**src/rtl/signed_result_decoder_pkg.sv**
```systemverilog
// Shared types and constants for the signed result decoder: controller
// states, default geometry and the double-dabble digit adjust constants.
package signed_result_decoder_pkg;

    // Controller states
    typedef enum logic [1:0] {
        IDLE    = 2'd0,
        CONVERT = 2'd1,
        DONE    = 2'd2
    } state_e;

    // Default geometry: 6-bit two's-complement word, two BCD digits
    localparam int WIDTH_DEF  = 6;
    localparam int DIGITS_DEF = 2;

    // A BCD digit at or above this value overflows past 9 after a left
    // shift, so it is pre-corrected by adding BCD_ADJ_ADD before the shift
    localparam logic [3:0] BCD_ADJ_THRESH = 4'd5;
    localparam logic [3:0] BCD_ADJ_ADD    = 4'd3;

    // Width of the conversion step counter for the default word width
    localparam int CNT_W_DEF = $clog2(WIDTH_DEF);

    // Single-digit "if >= 5 add 3" correction
    function automatic logic [3:0] bcd_adjust(input logic [3:0] digit);
        logic [3:0] res;
        if (digit >= BCD_ADJ_THRESH) begin
            res = digit + BCD_ADJ_ADD;
        end else begin
            res = digit;
        end
        return res;
    endfunction

endpackage

```
**src/rtl/signed_result_decoder_bcd_add3_digit.sv**
```systemverilog
// Combinational double-dabble cell: one BCD digit is corrected by +3
// when it is 5 or more, so the following left shift carries correctly.
module bcd_add3_digit
    import signed_result_decoder_pkg::*;
(
    input  logic [3:0] digit_i,
    output logic [3:0] digit_o
);

    // Apply the >=5 / +3 correction to a single digit
    always_comb begin
        digit_o = bcd_adjust(digit_i);
    end

endmodule

```
**src/rtl/signed_result_decoder.sv**
```systemverilog
// Signed result decoder: takes a two's-complement result word, produces
// its sign, magnitude and a two-digit BCD rendering of the magnitude.
// The BCD conversion runs one shift-and-add-3 step per clock; results are
// held in registers and qualified by out_valid until the consumer takes them.
module signed_result_decoder
    import signed_result_decoder_pkg::*;
#(
    parameter int WIDTH  = WIDTH_DEF,
    parameter int DIGITS = DIGITS_DEF
) (
    input  logic             Clock,
    input  logic             Reset,
    input  logic [WIDTH-1:0] Diff,
    input  logic             in_valid,
    output logic             in_ready,
    output logic             Sign,
    output logic [WIDTH-1:0] Magnitude,
    output logic [3:0]       Tens,
    output logic [3:0]       Ones,
    output logic             out_valid,
    input  logic             out_ready,
    output logic             Busy
);

    localparam int BCD_W = 4 * DIGITS;
    localparam int SR_W  = BCD_W + WIDTH;
    localparam int CNT_W = (WIDTH > 1) ? $clog2(WIDTH) : 1;

    localparam logic [CNT_W-1:0] CNT_LAST = CNT_W'(WIDTH - 1);
    localparam logic [CNT_W-1:0] CNT_ONE  = CNT_W'(1);
    localparam logic [WIDTH-1:0] ONE_W    = WIDTH'(1);

    state_e             state_q, state_d;
    logic [CNT_W-1:0]   cnt_q, cnt_d;
    logic [SR_W-1:0]    sr_q, sr_d;
    logic               sign_cap_q, sign_cap_d;
    logic [WIDTH-1:0]   mag_cap_q, mag_cap_d;
    logic               sign_q, sign_d;
    logic [WIDTH-1:0]   mag_q, mag_d;
    logic [3:0]         tens_q, tens_d;
    logic [3:0]         ones_q, ones_d;
    logic               in_ready_q, in_ready_d;
    logic               busy_q, busy_d;
    logic               out_valid_q, out_valid_d;

    logic               sign_in_s;
    logic [WIDTH-1:0]   mag_in_s;
    logic [BCD_W-1:0]   bcd_adj_s;
    logic [SR_W-1:0]    sr_full_s;
    logic [SR_W-1:0]    sr_shift_s;
    logic [BCD_W-1:0]   bcd_final_s;

    // Sign and magnitude of the incoming word; -2^(WIDTH-1) maps onto
    // its own bit pattern, which read as unsigned is the right magnitude
    always_comb begin
        sign_in_s = Diff[WIDTH-1];
        if (sign_in_s) begin
            mag_in_s = ~Diff + ONE_W;
        end else begin
            mag_in_s = Diff;
        end
    end

    // One correction cell per BCD digit of the shift register
    for (genvar g = 0; g < DIGITS; g++) begin : g_adj
        bcd_add3_digit u_adj (
            .digit_i (sr_q[WIDTH + 4*g +: 4]),
            .digit_o (bcd_adj_s[4*g +: 4])
        );
    end

    // One double-dabble step: corrected digits plus binary part, shifted
    // left so the binary MSB enters the ones digit LSB
    always_comb begin
        sr_full_s   = {bcd_adj_s, sr_q[WIDTH-1:0]};
        sr_shift_s  = sr_full_s << 1;
        bcd_final_s = sr_shift_s[SR_W-1 -: BCD_W];
    end

    // Next-state and next-output logic for the IDLE/CONVERT/DONE controller
    always_comb begin
        state_d    = state_q;
        cnt_d      = cnt_q;
        sr_d       = sr_q;
        sign_cap_d = sign_cap_q;
        mag_cap_d  = mag_cap_q;
        sign_d     = sign_q;
        mag_d      = mag_q;
        tens_d     = tens_q;
        ones_d     = ones_q;

        case (state_q)
            IDLE: begin
                if (in_valid) begin
                    sign_cap_d = sign_in_s;
                    mag_cap_d  = mag_in_s;
                    sr_d       = {{BCD_W{1'b0}}, mag_in_s};
                    cnt_d      = {CNT_W{1'b0}};
                    state_d    = CONVERT;
                end else begin
                    state_d    = IDLE;
                end
            end
            CONVERT: begin
                sr_d  = sr_shift_s;
                cnt_d = cnt_q + CNT_ONE;
                if (cnt_q == CNT_LAST) begin
                    // Last step: publish the whole result on this edge
                    tens_d  = bcd_final_s[7:4];
                    ones_d  = bcd_final_s[3:0];
                    sign_d  = sign_cap_q;
                    mag_d   = mag_cap_q;
                    cnt_d   = {CNT_W{1'b0}};
                    state_d = DONE;
                end else begin
                    state_d = CONVERT;
                end
            end
            DONE: begin
                if (out_ready) begin
                    state_d = IDLE;
                end else begin
                    state_d = DONE;
                end
            end
            default: begin
                state_d = IDLE;
                cnt_d   = {CNT_W{1'b0}};
                sr_d    = {SR_W{1'b0}};
            end
        endcase

        // Handshake and status flags follow the state being entered so
        // they come straight out of flops
        in_ready_d  = (state_d == IDLE);
        busy_d      = (state_d == CONVERT);
        out_valid_d = (state_d == DONE);
    end

    // State, datapath and output registers with asynchronous active-low reset
    always_ff @(posedge Clock or negedge Reset) begin
        if (!Reset) begin
            state_q     <= IDLE;
            cnt_q       <= {CNT_W{1'b0}};
            sr_q        <= {SR_W{1'b0}};
            sign_cap_q  <= 1'b0;
            mag_cap_q   <= {WIDTH{1'b0}};
            sign_q      <= 1'b0;
            mag_q       <= {WIDTH{1'b0}};
            tens_q      <= 4'd0;
            ones_q      <= 4'd0;
            in_ready_q  <= 1'b1;
            busy_q      <= 1'b0;
            out_valid_q <= 1'b0;
        end else begin
            state_q     <= state_d;
            cnt_q       <= cnt_d;
            sr_q        <= sr_d;
            sign_cap_q  <= sign_cap_d;
            mag_cap_q   <= mag_cap_d;
            sign_q      <= sign_d;
            mag_q       <= mag_d;
            tens_q      <= tens_d;
            ones_q      <= ones_d;
            in_ready_q  <= in_ready_d;
            busy_q      <= busy_d;
            out_valid_q <= out_valid_d;
        end
    end

    assign in_ready  = in_ready_q;
    assign Busy      = busy_q;
    assign out_valid = out_valid_q;
    assign Sign      = sign_q;
    assign Magnitude = mag_q;
    assign Tens      = tens_q;
    assign Ones      = ones_q;

endmodule

```
**config.mk**
```make
export PLATFORM = sky130hd
export DESIGN_NAME = signed_result_decoder
export DESIGN_NICKNAME = d
export VERILOG_FILES = /design/src/rtl/signed_result_decoder_pkg.sv /design/src/rtl/signed_result_decoder_bcd_add3_digit.sv /design/src/rtl/signed_result_decoder.sv
export SDC_FILE = /design/constraint.sdc
export NUM_CORES = 1
export LEC_CHECK = 0
export BUFFER_PORTS_ARGS = -buffer_cell sky130_fd_sc_hd__buf_4
export CORE_MARGIN = 5
export CORE_UTILIZATION = 40
export DETAILED_ROUTE_END_ITERATION = 7
export GPL_ROUTABILITY_DRIVEN = 0
export PLACE_DENSITY = 0.65
export SYNTH_ARGS = -nofsm -noshare
export SYNTH_HDL_FRONTEND = slang
export SYNTH_SLANG_ARGS = --single-unit
```
**constraint.sdc**
```tcl
create_clock -name Clock -period 1.4 [get_ports Clock]
set_input_delay 0.07 -clock Clock [delete_from_list [all_inputs] [get_ports Clock]]
set_output_delay 0.07 -clock Clock [all_outputs]
set_load 0.03 [all_outputs]
```
; Yosys cells after proc, flatten, opt, wreduce, memory -nomap -nowiden
; Index checks and enable logic that the tools add are counted.
[classes]
div = 0
eq_ne = 6
multipliers = 0
n_lt_le_gt_ge = 2
n_addsub = 4
n_shift = 0
n_mux = 12
n_reduce_logical = 5
bitwise_logic = 2
[op_table]
columns = op, count
row1 = $pmux 14 s3, 1
row2 = $mux 14, 1
row3 = $mux 3, 3
row4 = $pmux 3 s3, 1
row5 = $ge 4x3->1 const B, 2
row6 = $add 6x1->6 const B, 1
row7 = $mux 6, 1
row8 = $not 6->6, 1
row9 = $pmux 2 s3, 1
row10 = $reduce_and 2->1, 3
row11 = $add 4x2->4 const B, 1
row12 = $eq 2x1->1 const B, 2
row13 = $eq 2x2->1 const B, 2
row14 = $logic_not 2->1, 2
row15 = $mux 2, 2
row16 = $mux 4, 1
row17 = $add 3x1->3 const B, 1
row18 = $add 3x2->3 const B, 1
row19 = $eq 3x3->1 const B, 1
row20 = $ne 2x2->1 const B, 1
row21 = $mux 1, 1
row22 = $not 1->1, 1
[word_totals]
output_inout_bits = 18
mem_bits_ro = 0
inputBits = 10
register_bits = 44
elab_cells = 43
latchBits = 0
ram_bits = 0
mem_count = 0

; Depth between registers and ports, before layout
[depth]
word_depth = 5
ltp_mapped = 7
depth_no_buf = 6

; Modules after synthesis
; Synthesis repeated with hierarchy kept, for this count alone.
[unflattened]
cells_unflattened = 171
area_unflattened_um2 = 2065.7
[modules_own_cells]
columns = module, n_inst, seq_area_each_um2, cells_each, area_per_inst_um2
row1 = signed_result_decoder, 1, 1102.3, 139, 1863.0
row2 = bcd_add3_digit, 2, 0.0, 16, 101.3

; Least setup slack after synthesis
; Ideal clock, no wire load.
[synth_path]
kind = reg-to-reg
startpoint = reg state_q[0]
endpoint = reg mag_q[0], in the netlist Magnitude[0]
path_stages_with_launch = 7
arrival_time_ns = 1.335
setup_time_ns = 0.125
t_required_ns = 1.275
n_path_buf = 3
synth_period_minus_slack_ns = 1.460
setup_slack_ns = -0.060
path_cell_list = dfrtp_1 -> buf_6 -> nor2b_4 -> buf_6 -> and3_4 -> buf_12 -> mux2_4
[synth_via]
elab_chain_cells = 2
[synth_rtl]
columns = element, line_no
row1 = "start, declared", signed_result_decoder.sv:33  ; state_e state_q, state_d;
row2 = "start signal, assigned", signed_result_decoder.sv:156  ; state_q <= state_d;
row3 = $eq 2x1->1, signed_result_decoder.sv:92  ; case (state_q)
row4 = $reduce_and 2->1 (no line), --
row5 = "end signal, assigned", signed_result_decoder.sv:149  ; mag_q <= {WIDTH{1'b0}};
row6 = "end signal, assigned", signed_result_decoder.sv:162  ; mag_q <= mag_d;
row7 = "end, declared", signed_result_decoder.sv:39  ; logic [WIDTH-1:0] mag_q, mag_d;
; Every way passes these cells.
; A chain may end at the register's enable or synchronous reset.

; Worst setup path in the final report
[layout_path]
startpoint = reg sr_q[7]
endpoint = reg ones_q[2], in the netlist Ones[2]
[layout_via]
elab_chain_cells = 2
[layout_rtl]
columns = element, line_no
row1 = "start, declared", signed_result_decoder.sv:35  ; logic [SR_W-1:0] sr_q, sr_d;
row2 = "start signal, assigned", signed_result_decoder.sv:145  ; sr_q <= {SR_W{1'b0}};
row3 = "start signal, assigned", signed_result_decoder.sv:158  ; sr_q <= sr_d;
row4 = $add 4x2->4 / $ge 4x3->1 (equally long branches), "signed_result_decoder_pkg.sv:28, signed_result_decoder_pkg.sv:27"
row5 = $mux 4 *, signed_result_decoder_pkg.sv:27  ; if (digit >= BCD_ADJ_THRESH) begin
row6 = "end signal, assigned", signed_result_decoder.sv:164  ; ones_q <= ones_d;
row7 = "end, declared", signed_result_decoder.sv:41  ; logic [3:0] ones_q, ones_d;
; Mark *: on every way between the ends. The rest lies on a longest branch, timed or not.

==> flow_summary_export.csv <==
group,metric,value,unit
critical_path,critPathCaptureType,"flop",
logic_synthesis,syn_area_per_cell,12.1,sq um
floorplanning,coreArea,0.00504,sq mm
clock_tree,root_buffer,"clkbuf_8",
floorplanning,io_pins,28,
route,drc,0,
critical_path,critPathLaunch,"sr_q[7]",
timing,report.final.slew_viol_count,0,
global_routing,overflow,0,
timing,finClkSkew,0.00526,ns
critical_path,critPathCapture,"Ones[2]",
timing,setup_viol,3,
outcome,outcome,"complete, but fails checks",
route,drtAntennaViolNets,0,
global_routing,grt_max_degree,45,
global_routing,grt_pass1_vias,1357,
floorplanning,initial_core_util,40.8,%
global_routing,grt_pass1_wl,6.35,mm
finish,multi_input_area,908,sq um
clock_tree,cts-htree-levels,2,
logic_synthesis,synth.distinct_cells,33,
timing,finalSetupTns,-0.0228,ns
timing,period_minus_slack,1.42,ns
clock_tree,cts.clk_slew.worst_paths,0.08,ns
critical_path,reg2reg_depth,6,
route,firstDrtPassIters,4,
clock_tree,cts_tree,"built",
route,via_per_inst,4.80,
global_routing,grtUsageTotal,12.6,%
floorplanning,rows,26,
route,vias,1406,
logic_synthesis,yosys_warnings,0,
floorplanning,die_width,81.7,um
timing,final_hold_viol_count,0,
global_routing,antenna_found_initial,0,
logic_synthesis,synthCells,170,
timing,timing.fmax,0.706,GHz
power,seqPwrFrac,36.6,%
route,postRouteWirelength,3.87,mm
route,drt_iter0_drc,72,
logic_synthesis,syn_area,0.00206,sq mm
critical_path,slowest_delay,0.36,ns
finish,layout.area.seq,0.00110,sq mm
placed_design,dp_hpwl,2.69,mm
global_routing,use_met2,20.4,%
timing,fin_crit_sh,101,%
floorplanning,die_h,81.7,um
logic_synthesis,ys_seq_area_share,53.6,%
timing,worst_pin_slew,0.552,ns
power,p_int,3.66,mW
critical_path,cp_max_fo,3,
route,routed_wire_length_per_instance,13.2,um
power,swShare,37.1,%
clock_tree,insertion_delay,0.29,ns
critical_path,r2r_setup_slack,-0.02,ns
power,clkPwrFrac,14.0,%
critical_path,start_kind,"flop",
timing,rsz0062_at_grt,"yes",
logic_synthesis,synth_edf_count,0,
power,power,5.83,mW
timing,slew_headroom,63.2,%
power,cellPowerDensity,2200,mW/mm^2
clock_tree,clk_path_buf_depth,2,
power,p_sw,2.16,mW
clock_tree,clock-sinks,44,
global_routing,top_usage_layer,"met2",
floorplanning,dieArea,0.00667,sq mm
global_routing,use_met3,2.85,%
critical_path,path_cells,"inv_2 > ha_2 > nand2b_4 > a21oi_4 > mux2i_1 > mux2_4",
finish,nFillCells,456,
flow_run,drv_cap,0,
critical_path,arrival,1.66,ns
critical_path,cp.required,1.64,ns
critical_path,crit_slowest_cell,"dfrtp_1",
logic_synthesis,async_flop_share,100,%
timing,setup_slack,-0.0165,ns
placed_design,io_buffers,27,
global_routing,use_met1,16.4,%
power,p_leak,1.32,nW
finish,diodes,0,
min_path,hold_class,"in2reg",
clock_tree,numCtsBuffers,5,
logic_synthesis,syn-num-nets,185,
critical_path,r2r-start,"sr_q[7]",
logic_synthesis,ys_dominant_reg_cell,"dfrtp_1",
critical_path,reg2reg_to,"Ones[2]",
power,comb_power_share,49.4,%
finish,drive_above_1_share,45.7,%
outcome,violations,"setup timing",
finish,final_nets,237,
logic_synthesis,ys_seq_elements,44,
power,ir_worst_vdd,0.832,mV
finish,syn_to_final_growth,29.0,%
critical_path,critPathKind,"reg2reg",
-- per-layer routing --
| layer | up-vias | routed length (um) |
|---|---|---|
| met5 | - | 0 |
| met4 | 0 | 45 |
| met3 | 6 | 170 |
| met2 | 26 | 1820 |
| met1 | 672 | 1840 |
| li1 | 702 | - |
-- registers in the layout, indices dropped and copies added, names as in the netlist --
register,flops
sign_cap_q,1
sr_q,14
cnt_q,3
Ones,4
in_ready,1
state_q,2
Tens,4
mag_cap_q,6
Busy,1
out_valid,1
Magnitude,6
Sign,1
-- layout by cell type, fill, tap and decap left out, drive strengths merged, types with 3 or more instances in the layout --
master	netlist	routed
buf	8	53
dfrtp	43	43
nor2	14	14
nand2	12	12
mux2	12	12
o21ai	10	10
a21oi	10	10
a21o	9	9
inv	7	7
clkbuf	1	6
a22o	5	5
ha	5	5
a221o	4	4
mux2i	4	4
nand2b	4	4
nor3b	3	3
-- what timing repair did --
item / 4_1_cts / 5_1_grt
resized for setup: 6 / 12
setup endpoints to repair: 9 / 26
buffers inserted: 0 / 2
pin swaps: 4 / 4
hold buffers: 1 / 0
endpoints found under the hold margin: 43 / 0
-- power by group through the flow --
stage	logic, mW	clock network, mW	registers (mW)
after floorplan	1.39	0	2.51
after global placement	2.62	0	2.13
after detailed placement	2.67	0	2.13
after CTS	2.75	0.860	2.12
after global routing	3.11	0.915	2.20
final	2.88	0.815	2.13
-- cells by family after synthesis --
group           count (synthesis)  share of synthesized area, %
mux                            16                          10.7
xor+xnor                        3                          1.28
buf+inv                        16                          5.66
flops                          44                          53.6
fa+ha+maj                       5                          3.04
simple gates                   42                          10.7
compound gates                 44                          15.0
-- area by class of cell --
cell class | count | area share [%]
clock inverters | 2 | 0.378
repair buffers | 54 | 16.3
well taps | 70 | 3.30
multi-input cells | 110 | 34.3
inverters | 7 | 0.991
clock buffers | 6 | 3.11
flip-flops and latches | 44 | 41.6
-- worst max-delay path: cells and delay by family (launching register included) --
kind | cells | cell delay, ns
flops | 1 | 0.36
mux | 2 | 0.43
buf+inv | 1 | 0.06
compound gates | 1 | 0.18
simple gates | 1 | 0.14
fa+ha+maj | 1 | 0.17
-- cell usage after synthesis (2+ instances only) --
master,instances,area (sq um)
dfrtp_1,43,1080
nor2_1,14,52.6
mux2_4,12,180
nand2_1,12,45.0
a21oi_1,10,50.1
o21ai_0,10,50.1
a21o_1,9,67.6
inv_1,7,26.3
a22o_2,5,50.1
buf_6,5,56.3
ha_1,5,62.6
a221o_2,4,45.0
mux2i_1,4,40.0
nand2b_1,3,18.8
nor3b_1,3,22.5
a311oi_1,2,17.5
a31oi_1,2,12.5
buf_2,2,10.0
o31ai_1,2,15.0
or3_1,2,12.5
xnor2_1,2,17.5
-- stage by stage --
stage | worst slack [ns] | instance area (sq um) | std cells | hold slack, ns | utilization [%]
2_1_floorplan | -0.0601 | 2060 | 170 | -0.226 | -
3_3_place_gp | -0.0590 | 2460 | 282 | 0.0989 | 48.9
3_5_place_dp | -0.0948 | 2460 | 282 | 0.104 | 48.9
4_1_cts | -0.00150 | 2590 | 291 | 0.0621 | 51.4
5_1_grt | -0.118 | 2650 | 293 | 0.0800 | 52.6
6_report | -0.0165 | 2650 | 293 | 0.0633 | 52.6
-- worst min path at each step --
stage               slack, ns       from    endpoint  cells past startpoint
global placement          0.1      Reset  state_q[1]                      1
floorplan               -0.23      Reset        Busy                      0
finish                   0.06    Diff[0]     sr_q[0]                      3
detailed placement       0.10      Reset  state_q[1]                      1
CTS                      0.06    Diff[0]     sr_q[0]                      3
global route             0.08  out_ready    in_ready                      3
No activity file was read; power rests on OpenSTA's default activity.
